<file path="config.mk">
export PLATFORM = sky130hd
export DESIGN_NAME = key_entry
export DESIGN_NICKNAME = d
export VERILOG_FILES = /design/src/rtl/key_pkg.sv /design/src/rtl/seg7_decode.sv /design/src/rtl/key_entry.sv
export SDC_FILE = /design/constraint.sdc
export NUM_CORES = 1
export LEC_CHECK = 0
export CAP_MARGIN = 25
export CORE_ASPECT_RATIO = 0.7
export CORE_MARGIN = 2
export CORE_UTILIZATION = 34
export CTS_BUF_LIST = sky130_fd_sc_hd__clkbuf_8
export CTS_CLUSTER_SIZE = 25
export DETAILED_ROUTE_END_ITERATION = 10
export PLACE_DENSITY = 0.59
export SYNTH_ARGS = -nofsm -noshare
export SYNTH_HDL_FRONTEND = slang
export SYNTH_SLANG_ARGS = --single-unit
</file>
<file path="constraint.sdc">
create_clock -name clk -period 2.99 [get_ports clk]
set_input_delay 0.897 -clock clk [delete_from_list [all_inputs] [get_ports clk]]
set_output_delay 0.897 -clock clk [all_outputs]
set_load 0.01 [all_outputs]
</file>
<file path="src/rtl/key_pkg.sv">
// key_pkg: shared states, key codes and digit limit for the keypad entry block.
package key_pkg;

    typedef enum logic [1:0] {
        ST_IDLE   = 2'b00,
        ST_ENTRY  = 2'b01,
        ST_COMMIT = 2'b10
    } state_t;

    localparam logic [3:0] KEY_STAR   = 4'hE;
    localparam logic [3:0] KEY_HASH   = 4'hF;
    localparam logic [2:0] MAX_DIGITS = 3'd4;

    function automatic logic [3:0] thermo(input logic [2:0] n);
        return 4'((5'd1 << n) - 5'd1);
    endfunction

endpackage

</file>
<file path="src/rtl/seg7_decode.sv">
// seg7_decode: BCD digit to active-high 7-segment glyph, segment a on bit 0; non-digits blank.
module seg7_decode
    import key_pkg::*;
(
    input  logic [3:0] i_digit,
    output logic [6:0] o_seg
);

    always_comb begin
        case (i_digit)
            4'h0: o_seg = 7'h3F;
            4'h1: o_seg = 7'h06;
            4'h2: o_seg = 7'h5B;
            4'h3: o_seg = 7'h4F;
            4'h4: o_seg = 7'h66;
            4'h5: o_seg = 7'h6D;
            4'h6: o_seg = 7'h7D;
            4'h7: o_seg = 7'h07;
            4'h8: o_seg = 7'h7F;
            4'h9: o_seg = 7'h6F;
            default: o_seg = 7'h00;
        endcase
    end

endmodule

</file>
<file path="src/rtl/key_entry.sv">
// key_entry: keypad code entry (up to 4 BCD digits, '*' clears, '#' commits) with registered display/status.
// Optional inactivity timeout in ENTRY enabled by defining KEY_ENTRY_TIMEOUT_EN.
module key_entry
    import key_pkg::*;
#(
    parameter int TIMEOUT_CYCLES = 100_000_000
) (
    input  logic        clk,
    input  logic        rst_n,
    input  logic        key_valid,
    input  logic [3:0]  key_code,
    input  logic        code_ready,
    output logic        code_valid,
    output logic [15:0] code_value,
    output logic [6:0]  S,
    output logic [7:0]  LEDs
);

    if (TIMEOUT_CYCLES < 2) begin : g_bad_timeout
        $error("TIMEOUT_CYCLES must be at least 2");
    end

    state_t      r_state;
    logic [15:0] r_buf;
    logic [2:0]  r_cnt;
    logic        r_code_valid;
    logic [15:0] r_code_value;
    logic [6:0]  r_seg;
    logic [7:0]  r_leds;

    state_t      w_state;
    logic [15:0] w_buf;
    logic [2:0]  w_cnt;
    logic [6:0]  w_glyph;
    logic [6:0]  w_seg;
    logic        w_key, w_digit, w_dig_ok, w_dig_ovf, w_star, w_hash, w_ack, w_tmo, w_clear;
    logic        w_ovf, w_to;

    seg7_decode u_seg (
        .i_digit (key_code),
        .o_seg   (w_glyph)
    );

    // Keys are dead in COMMIT, so a key coinciding with code_ready is dropped too.
    always_comb begin
        w_key     = key_valid && r_state != ST_COMMIT;
        w_digit   = key_code <= 4'h9;
        w_dig_ok  = w_key && w_digit && r_cnt != MAX_DIGITS;
        w_dig_ovf = w_key && w_digit && r_cnt == MAX_DIGITS;
        w_star    = w_key && key_code == KEY_STAR;
        w_hash    = w_key && key_code == KEY_HASH && r_state == ST_ENTRY;
        w_ack     = r_state == ST_COMMIT && code_ready;
    end

`ifdef KEY_ENTRY_TIMEOUT_EN
    localparam int TW = $clog2(TIMEOUT_CYCLES);
    localparam logic [TW-1:0] TMAX = TW'(TIMEOUT_CYCLES - 1);
    logic [TW-1:0] r_tcnt;

    // A key acted on in the same cycle takes priority over an expiring timeout.
    assign w_tmo = r_state == ST_ENTRY && r_tcnt == TMAX && !(w_dig_ok || w_star || w_hash);
    assign w_to  = !w_star && (r_leds[6] || w_tmo);

    always_ff @(posedge clk) begin
        if (!rst_n || w_state != ST_ENTRY || w_dig_ok)
            r_tcnt <= '0;
        else
            r_tcnt <= r_tcnt + 1'b1;
    end
`else
    assign w_tmo = 1'b0;
    assign w_to  = 1'b0;
`endif

    always_comb begin
        w_clear = w_star || w_ack || w_tmo;
        w_state = w_clear ? ST_IDLE : w_hash ? ST_COMMIT : w_dig_ok ? ST_ENTRY : r_state;
        w_buf   = w_clear ? 16'h0 : w_dig_ok ? {r_buf[11:0], key_code} : r_buf;
        w_cnt   = w_clear ? 3'd0 : w_dig_ok ? r_cnt + 3'd1 : r_cnt;
        w_ovf   = !w_star && (r_leds[7] || w_dig_ovf);
        w_seg   = w_state == ST_IDLE ? 7'h00 : w_dig_ok ? w_glyph : r_seg;
    end

    always_ff @(posedge clk) begin
        if (!rst_n) begin
            r_state      <= ST_IDLE;
            r_buf        <= '0;
            r_cnt        <= '0;
            r_code_valid <= 1'b0;
            r_code_value <= '0;
            r_seg        <= '0;
            r_leds       <= '0;
        end else begin
            r_state      <= w_state;
            r_buf        <= w_buf;
            r_cnt        <= w_cnt;
            r_code_valid <= w_hash ? 1'b1 : w_ack ? 1'b0 : r_code_valid;
            r_code_value <= w_hash ? r_buf : r_code_value;
            r_seg        <= w_seg;
            r_leds       <= {w_ovf, w_to, w_state, thermo(w_cnt)};
        end
    end

    assign code_valid = r_code_valid;
    assign code_value = r_code_value;
    assign S          = r_seg;
    assign LEDs       = r_leds;

endmodule

</file>
# After elaboration in Yosys (flattened, before gate mapping)
# Memories as Yosys holds them, arrays and structs flattened. A register that Yosys moved wholly into a read port is not among the register bits.
# Index checks and enable logic that the tools add are counted.
# totals
n_memories,1
inputBits,8
out_inout_bits,32
ff_bits,46
mem_bits_ro,112
word_cells,43
# classes
eq_ne,7
add_sub_neg,2
reduce_logical,16
magnitude_cmp,1
shifts,1
muxes,7
bitwise,1
# mem_list
name,depth,width,rd,rd_ports_with_merged_regs,write_ports,line,text
(name not given),16,7,1,1,0,seg7_decode.sv:10,case (i_digit)
# op_table
operator,count
1-bit logical AND,9
"4-bit equality test, second input constant",2
2-bit two-way mux,3
3-bit two-way mux,2
"4-bit <= comparator, second input constant",1
2-bit OR reduction,2
"1-bit by 3-bit left shift with 4-bit output, first input constant",1
"4-bit by 1-bit subtractor with 4-bit output, second input constant",1
"3-bit by 1-bit adder with 3-bit output, second input constant",1
"3-bit equality test, second input constant",1
"3-bit inequality test, second input constant",1
"2-bit by 1-bit equality test with 1-bit output, second input constant",1
"2-bit equality test, second input constant",1
2-bit logical NOT,1
1-bit logical OR,2
1-bit two-way mux,2
"2-bit inequality test, second input constant",1
2-bit nonzero test,1
1-bit logical NOT,1
1-bit NOT,1

# Logic depth before layout (Yosys ltp)
# Gate-level depths: netlist (run 1).
# depth
word_depth,9
mapped_depth,10
depth_no_buf,10

# By module
# A second synthesis (run 1) with hierarchy kept.
# hier_totals
cells_unflattened,264
area_unflattened_um2,2189.6
# modules_own_cells
module,area_each_um2,n_inst,seq_area_each_um2,cells_per_inst
key_entry,1988.2,1,1001.0,238
seg7_decode,201.4,1,0.0,26

# Worst setup path after synthesis (run 1)
# No wires, ideal clock.
# synth_path
path_kind,input -> register
startpoint,input key_code[1]
endpoint,"register r_leds[2], in the netlist LEDs[2]"
slack_ns,0.127
required_time_ns,2.918
arrival_ns,2.791
path_stages,9
n_path_buf,0
setup_ns,0.072
path_cell_list,inv_1 > ha_1 > o21ba_2 > o2111ai_4 > mux2_4 > or3_4 > ha_1 > nand2b_1 > mux2i_1
# synth_between
elab_chain_len,7
elab_cells_between_ends,10
# synth_rtl
element,line,text
"start, declared",key_entry.sv:11,"input logic [3:0] key_code,"
4-bit <= comparator,key_entry.sv:47,w_digit = key_code <= 4'h9;
1-bit logical AND (2 in series),key_entry.sv:48,w_dig_ok = w_key && w_digit && r_cnt != MAX_DIGITS;
3-bit two-way mux,key_entry.sv:79,w_cnt = w_clear ? 3'd0 : w_dig_ok ? r_cnt + 3'd1 : r_cnt;
3-bit two-way mux *,key_entry.sv:79,
1-bit by 3-bit left shift with 4-bit output *,key_pkg.sv:15,return 4'((5'd1 << n) - 5'd1);
4-bit by 1-bit subtractor with 4-bit output *,key_pkg.sv:15,
"end signal, assigned",key_entry.sv:100,"r_leds <= {w_ovf, w_to, w_state, thermo(w_cnt)};"
"end, declared",key_entry.sv:29,logic [7:0] r_leds;
# Every way passes the cells marked *; elsewhere a longest branch is shown, timed or not.
# A chain may end at the register's enable or synchronous reset.

# Final worst setup path (run 1)
# layout_path
startpoint,input key_code[0]
endpoint,"register r_leds[2], in the netlist LEDs[2]"
# Same word-level chain as after synthesis.

==> metrics.md, run 1 <==
| Metric | Value |
|---|---|
| Status | finished, final reports clean |
| Ports | 40 |
| Share of the synthesized area in the top cell type | 0.4635 |
| Port bufs | 38 |
| Final WS setup | between 0.2 and 0.3 ns |
| Skew-Pair Late Insertion Delay | roughly 0.3 ns |
| Main synth FF type | dfxtp_1 |
| Largest cells by area after synthesis | dfxtp_1 (46%), nand2_1 (13%), a21boi_0 (5.9%) |
| Fin nets | roughly 320 |
| Met3 global-route usage | 0.04348 |
| Critical path capture point type | flop |
| Final period utilization | 0.9029 |
| CTS buffer count | 5 |
| Register area share after synthesis | 0.4635 |
| Post-Syn Area | 0.002160 mm^2 |
| CTS tree | done |
| Crit Path Class | primary input to flop |
| Final setup TNS | 0 ns |
| Hold_buf cts | 0 |
| Most crowded layer after global routing | met1 |
| Area after DPL | around 0.0027 mm^2 |
| Max-cap violations | 0 |
| Met2 usage | 0.2050 |
| HP Class | flop to flop |
| Global route overflow | 0 |
| Placed wire-length estimate | about 3400 um |
| Cell chain of the critical path | dlymetal6s2s_1, buf_6, ha_1, o21ba_4, o2111ai_4, mux2_4, or3_4, ha_2, nand2b_1, mux2i_1 |
| Die area | around 0.0070 mm^2 |
| Bufs on Longest Clock Path | 2 |
| Ant. Diodes | 0 |
| Synthesis-to-layout area growth | 31.81% |
| RSZ-0062 raised after global routing | no |
| Die Wd | 99.26 um |
| Distinct cells, synth | 43 |
| # clock sinks | 50 |
| GP Congestion | 0.8466 |
| Leak | between 1 and 1.5 nW |
| WP data arrival | slightly below 3 ns |
| Commonest non-fill, non-tap cell in the layout | nand2_1 |
| Core area | 0.006186 mm^2 |
| Antenna-violating nets left | 0 |
| Worst VDD drop | approximately 0.00022 V |
| Worst Path Required | between 3 and 4 ns |
| Endpoints failing setup | 0 |
| CTS H-tree lvls | 2 |
| Most frequent cells in the layout | nand2_1 (72), dfxtp_1 (50), clkdlybuf4s50_1 (36) |
| Ys Warns | 0 |
| Post-synth net total | 270 |
| Max Fclk | 370.4 MHz |
| Die span in y | 70.68 um |
| PD cells | 474.6 mW/mm^2 |
| Synth area leader | dfxtp_1 |
| Power Total | 1.351 mW |
| Worst path slowest cell | or3_4 |
| Max Slew Vio Count | 0 |
| DR iter-0 viols | 75 |
| Post-synthesis async set-or-reset flop share | 0 |
| # fillers | between 600 and 700 |
| Drt drc | 0 |
| Share of layout cells above drive strength 1 | 0.1283 |
| Critical path's top delay family | simple AND/OR/NAND/NOR gates |
| Starting Density | 0.3491 |
| Fin area | between 0.002 and 0.003 mm^2 |
| Postcts setup bufs | 0 |
| Total track usage | 0.1482 |
| Mean area per synthesized cell | around 8.5 um^2 |
| Met1 Use GR | 0.2249 |
| Number of synthesized register bits | 50 |
| CP startpoint kind | primary input |
| Row count | 24 |
| Final hold viol count | 0 |
| DR WL/cell | between 10 and 15 um |
| CP peak stage delay | about 0.37 ns |
| Synth Instances | 254 |
| Number of flops mapped to enable cells by yosys | 0 |
| Post-Route WL | a little under 5000 um |
| Worst clock skew | about 0.0077 ns |
| Vias in the first global route | around 1,700 |
| Initial antenna violation count | 0 |
| Pre-CTS setup slack | -0.3476 ns |
| Routed vias | 1,804 |
| DRT Pass-1 Iters | 4 |
| Vias/cell | 4.723 |
| Root buf cell | clkbuf_8 |
| Pin count of the biggest net entering global routing | 27 |
| First-pass GRT wire length | roughly 8300 um |
| Fin crit period | 2.700 ns |
| Clock transition at path regs | about 0.09 ns |
| CP Max Fanout | 4 |
| Buf/Inv on CP | 2 |
through the flow:
stage	utilization	std cells	hold slack (ns)
2_1_floorplan	-	254	0.4366
4_1_cts	0.4587	382	0.4625
6_report	0.4602	382	0.4560
3_3_place_gp	0.4391	374	0.4445
3_5_place_dp	0.4391	374	0.4493
5_1_grt	0.4602	382	0.4835
worst paths after layout:
check                           start            endpoint  slack (ns)  cells past startpoint
hold reg to reg     S[2]$_SDFFE_PP0P_   S[2]$_SDFFE_PP0P_        0.46                      2
hold / removal      S[2]$_SDFFE_PP0P_   S[2]$_SDFFE_PP0P_        0.46                      2
setup reg to reg  r_cnt[0]$_SDFF_PN0_  LEDs[2]$_SDFF_PN0_        0.80                      9
setup / recovery          key_code[0]  LEDs[2]$_SDFF_PN0_        0.29                     10
tightest hold or removal path, stage by stage, from the launching register on:
cell	delay (ns)
dfxtp_1	0.32
nand2_1	0.05
a21oi_1	0.05
routing by layer:
metal | wire length, um | part of all wire | up-vias
met2 | 1911 | 0.39 | 38
met5 | 0 | 0 | -
met1 | 2721 | 0.56 | 816
li1 | - | - | 946
met3 | 211 | 0.043 | 4
met4 | 38 | 0.0078 | 0
layout make-up:
cell class | count | area, um^2 | share of cell area
repair buffers | 60 | 554.3 | 0.1947
inverters | 5 | 18.77 | 0.006593
flip-flops and latches | 50 | 1001 | 0.3516
clock inverters | 3 | 41.29 | 0.01451
well taps | 78 | 97.59 | 0.03429
clock buffers | 5 | 68.82 | 0.02418
multi-input cells | 181 | 1065 | 0.3741
cell families after synthesis:
group           Yosys count  synth area share
simple gates            110            0.2248
other cells               1          0.001736
mux                       4           0.02086
compound gates           57            0.1900
xor+xnor                  1          0.004056
buf+inv                  23           0.04866
flops                    50            0.4635
fa+ha+maj                 8           0.04635
state kept, by name, summed over array words and instances, names as in the netlist:
signal      cells
code_value     16
LEDs            6
r_cnt           3
r_state         1
code_valid      1
S               7
r_buf          16
synthesized netlist by cell type (3+ instances only):
library cell	count
clkbuf_1	8
nand2b_1	3
nor3_1	6
inv_1	4
o211ai_1	3
nand2_1	72
a21boi_0	17
o21ai_0	3
ha_1	8
dfxtp_1	50
buf_2	5
mux2i_1	3
nor2_1	11
and2_1	5
a21oi_1	20
a311oi_1	3
power by group:
part | switching (mW) | internal [mW]
registers | 0.0114 | 0.684
logic | 0.0881 | 0.0917
clock network | 0.229 | 0.246
total | 0.328 | 1.02
what timing repair did:
item,in CTS,in global routing
setup endpoints to repair,1,2
gates resized for setup,3,4
pin swaps,0,1
Note: power is estimated with default switching activity, not from simulation.
==> inputs of run 2 (changes only) <==
--- a/config.mk
+++ b/config.mk
@@ -13,6 +13,7 @@
 export CTS_CLUSTER_SIZE = 25
 export DETAILED_ROUTE_END_ITERATION = 10
 export PLACE_DENSITY = 0.59
+export REMOVE_ABC_BUFFERS = 1
 export SYNTH_ARGS = -nofsm -noshare
 export SYNTH_HDL_FRONTEND = slang
 export SYNTH_SLANG_ARGS = --single-unit
==> run 2 against run 1 <==
Maximum frequency is 0.94% lower. Clock power decreased by 21%. Core utilization decreased by 0.26 points. Power down 7.4%. Clock skew decreased by 0.0032 ns. Final area shrank 0.57%. Worst setup slack lost 0.026 ns. Global-route usage fell by 0.50 points. Critical path depth is 2 lower. Count of clock-buffer cells in the layout is the same. Sequential share of layout area is 0.20 points higher.
==> metrics.md, run 2 (synthesis gave the netlist of run 1 again) <==
| Metric | Value |
|---|---|
| Ports | 40 (unchanged) |
| FF-to-FF path depth | 7 (was 9) |
| CP startpoint kind | primary input (unchanged) |
| CP Max Fanout | 5 (was 4) |
| Leak | 1.057 nW (was 1.065 nW) |
| Clock transition at path regs | 0.09 ns (about the same) |
| R2r startpoint | r_state[0]$_SDFF_PN0_ (was r_cnt[0]$_SDFF_PN0_) |
| Final period utilization | 0.9115 (was 0.9029) |
| Endpoints failing setup | 0 (unchanged) |
| Worst VDD drop | 0.0001547 V (was 0.0002210 V) |
| CTS H-tree lvls | 2 (unchanged) |
| Row count | 24 (unchanged) |
| HP Class | flop to flop (unchanged) |
| Total track usage | 0.1432 (was 0.1482) |
| DRT Pass-1 Iters | 4 (unchanged) |
| Initial antenna violation count | 0 (unchanged) |
| Die area | 0.007015 mm^2 (unchanged) |
| Max Slew Vio Count | 0 (unchanged) |
| DR WL/cell | 12.39 um (was 12.78 um) |
| Fin area | 0.002830 mm^2 (was 0.002846 mm^2) |
| CTS buffer count | 5 (unchanged) |
| Fin crit period | 2.725 ns (was 2.700 ns) |
| Status | finished, final reports clean (unchanged) |
| Worst R2R Setup Slack | 0.79 ns (was 0.80 ns) |
| Post-Route WL | 4747 um (was 4881 um) |
| Hold Path Stages | 2 (unchanged) |
| Max-cap violations | 0 (unchanged) |
| Drt drc | 0 (unchanged) |
| Hold wc startpoint | S[1]$_SDFFE_PP0P_ (was S[2]$_SDFFE_PP0P_) |
| Die span in y | 70.68 um (unchanged) |
| Bufs on Longest Clock Path | 2 (unchanged) |
| R2R Path End | LEDs[2]$_SDFF_PN0_ (unchanged) |
| Share of layout cells above drive strength 1 | 0.1344 (was 0.1283) |
| Fin nets | 321 (was 319) |
| Most frequent cells in the layout | nand2_1 (72), dfxtp_1 (50), clkdlybuf4s50_1 (36) (unchanged) |
| Area after DPL | 0.002724 mm^2 (was 0.002716 mm^2) |
| Hold EP | S[1]$_SDFFE_PP0P_ (was S[2]$_SDFFE_PP0P_) |
| Commonest non-fill, non-tap cell in the layout | nand2_1 (unchanged) |
| Critical path capture point type | flop (unchanged) |
| Vias in the first global route | 1,700 (was 1,741) |
| Crit Path Class | primary input to flop (unchanged) |
| Skew-Pair Late Insertion Delay | 0.30 ns (about the same) |
| Max Fclk | 366.9 MHz (was 370.4 MHz) |
| Routed vias | 1,804 (unchanged) |
| Final hold viol count | 0 (unchanged) |
| Worst clock skew | 0.004543 ns (was 0.007695 ns) |
| CTS tree | done (unchanged) |
| DR iter-0 viols | 73 (was 75) |
| Finished Core Util | 0.4575 (was 0.4602) |
| Synthesis-to-layout area growth | 31.05% (was 31.81%) |
| WP data arrival | 2.96 ns (was 2.93 ns) |
| Ant. Diodes | 0 (unchanged) |
| RSZ-0062 raised after global routing | no (unchanged) |
| Global route overflow | 0 (unchanged) |
| Pin count of the biggest net entering global routing | 27 (unchanged) |
| GP Congestion | 0.8695 (was 0.8466) |
| Core area | 0.006186 mm^2 (unchanged) |
| Worst Path Required | 3.22 ns (about the same) |
| Port bufs | 38 (unchanged) |
| # clock sinks | 50 (unchanged) |
| Hold_buf cts | 0 (unchanged) |
| Power Total | 1.251 mW (was 1.351 mW) |
| Die Wd | 99.26 um (unchanged) |
| Antenna-violating nets left | 0 (unchanged) |
| PD cells | 442.1 mW/mm^2 (was 474.6 mW/mm^2) |
| Fin Hold WS | 0.4526 ns (was 0.4560 ns) |
| Starting Density | 0.3491 (unchanged) |
| Root buf cell | clkbuf_8 (unchanged) |
| Vias/cell | 4.710 (was 4.723) |
| Placed wire-length estimate | 3307 um (was 3411 um) |
| First-pass GRT wire length | 8086 um (was 8335 um) |
==> run 2: timing repair <==
action	in CTS	in global routing
pin swaps	2	2
buffers inserted	1	0
setup endpoints to repair	1	2
gates resized for setup	5	2
==> run 2: worst max-delay path: stages <==
cell and delay, ns:
clkdlybuf4s50_1 0.59, and3_1 0.25, a311oi_1 0.11, mux2_4 0.28, or3_4 0.37, ha_2 0.18
nand2b_1 0.13, mux2i_1 0.14
==> run 2: layout make-up <==
| type | instances | area (um^2) |
|---|---|---|
| well taps | 78 | 97.59 |
| multi-input cells | 181 | 1067 |
| clock inverters | 2 | 11.26 |
| inverters | 5 | 18.77 |
| repair buffers | 62 | 565.5 |
| fillers | 649 | 3356 |
| flip-flops and latches | 50 | 1001 |
| clock buffers | 5 | 68.82 |
==> run 2: worst max path at each step <==
stage                     start  slack (ns)                  to
floorplan           key_code[1]       -0.09  LEDs[2]$_SDFF_PN0_
global placement    key_code[1]       -0.33  LEDs[2]$_SDFF_PN0_
detailed placement  key_code[1]       -0.38  LEDs[2]$_SDFF_PN0_
CTS                 key_code[0]       0.001  LEDs[2]$_SDFF_PN0_
global route          key_valid        0.14  LEDs[2]$_SDFF_PN0_
finish                key_valid        0.26  LEDs[2]$_SDFF_PN0_
==> run 2: report_power, final <==
| part | switching, mW | internal, mW | total (mW) |
|---|---|---|---|
| combinational | 0.0889 | 0.0930 | 0.182 |
| clock | 0.217 | 0.157 | 0.375 |
| sequential | 0.0105 | 0.684 | 0.695 |
| total | 0.317 | 0.935 | 1.25 |
==> run 2: per-layer routing <==
layer,GRT usage,wire length [um]
met1,0.2109,2537
met2,0.2035,1948
met3,0.03854,195
met4,0.04566,65
met5,0,0
==> run 2: per-stage QoR <==
stage               setup WS [ns]  instances  setup TNS, ns
floorplan                -0.08662        236        -0.1014
global placement          -0.3320        375        -0.6888
detailed placement        -0.3758        375        -0.8120
CTS                      0.001440        383              0
global route               0.1423        383              0
finish                     0.2647        383              0
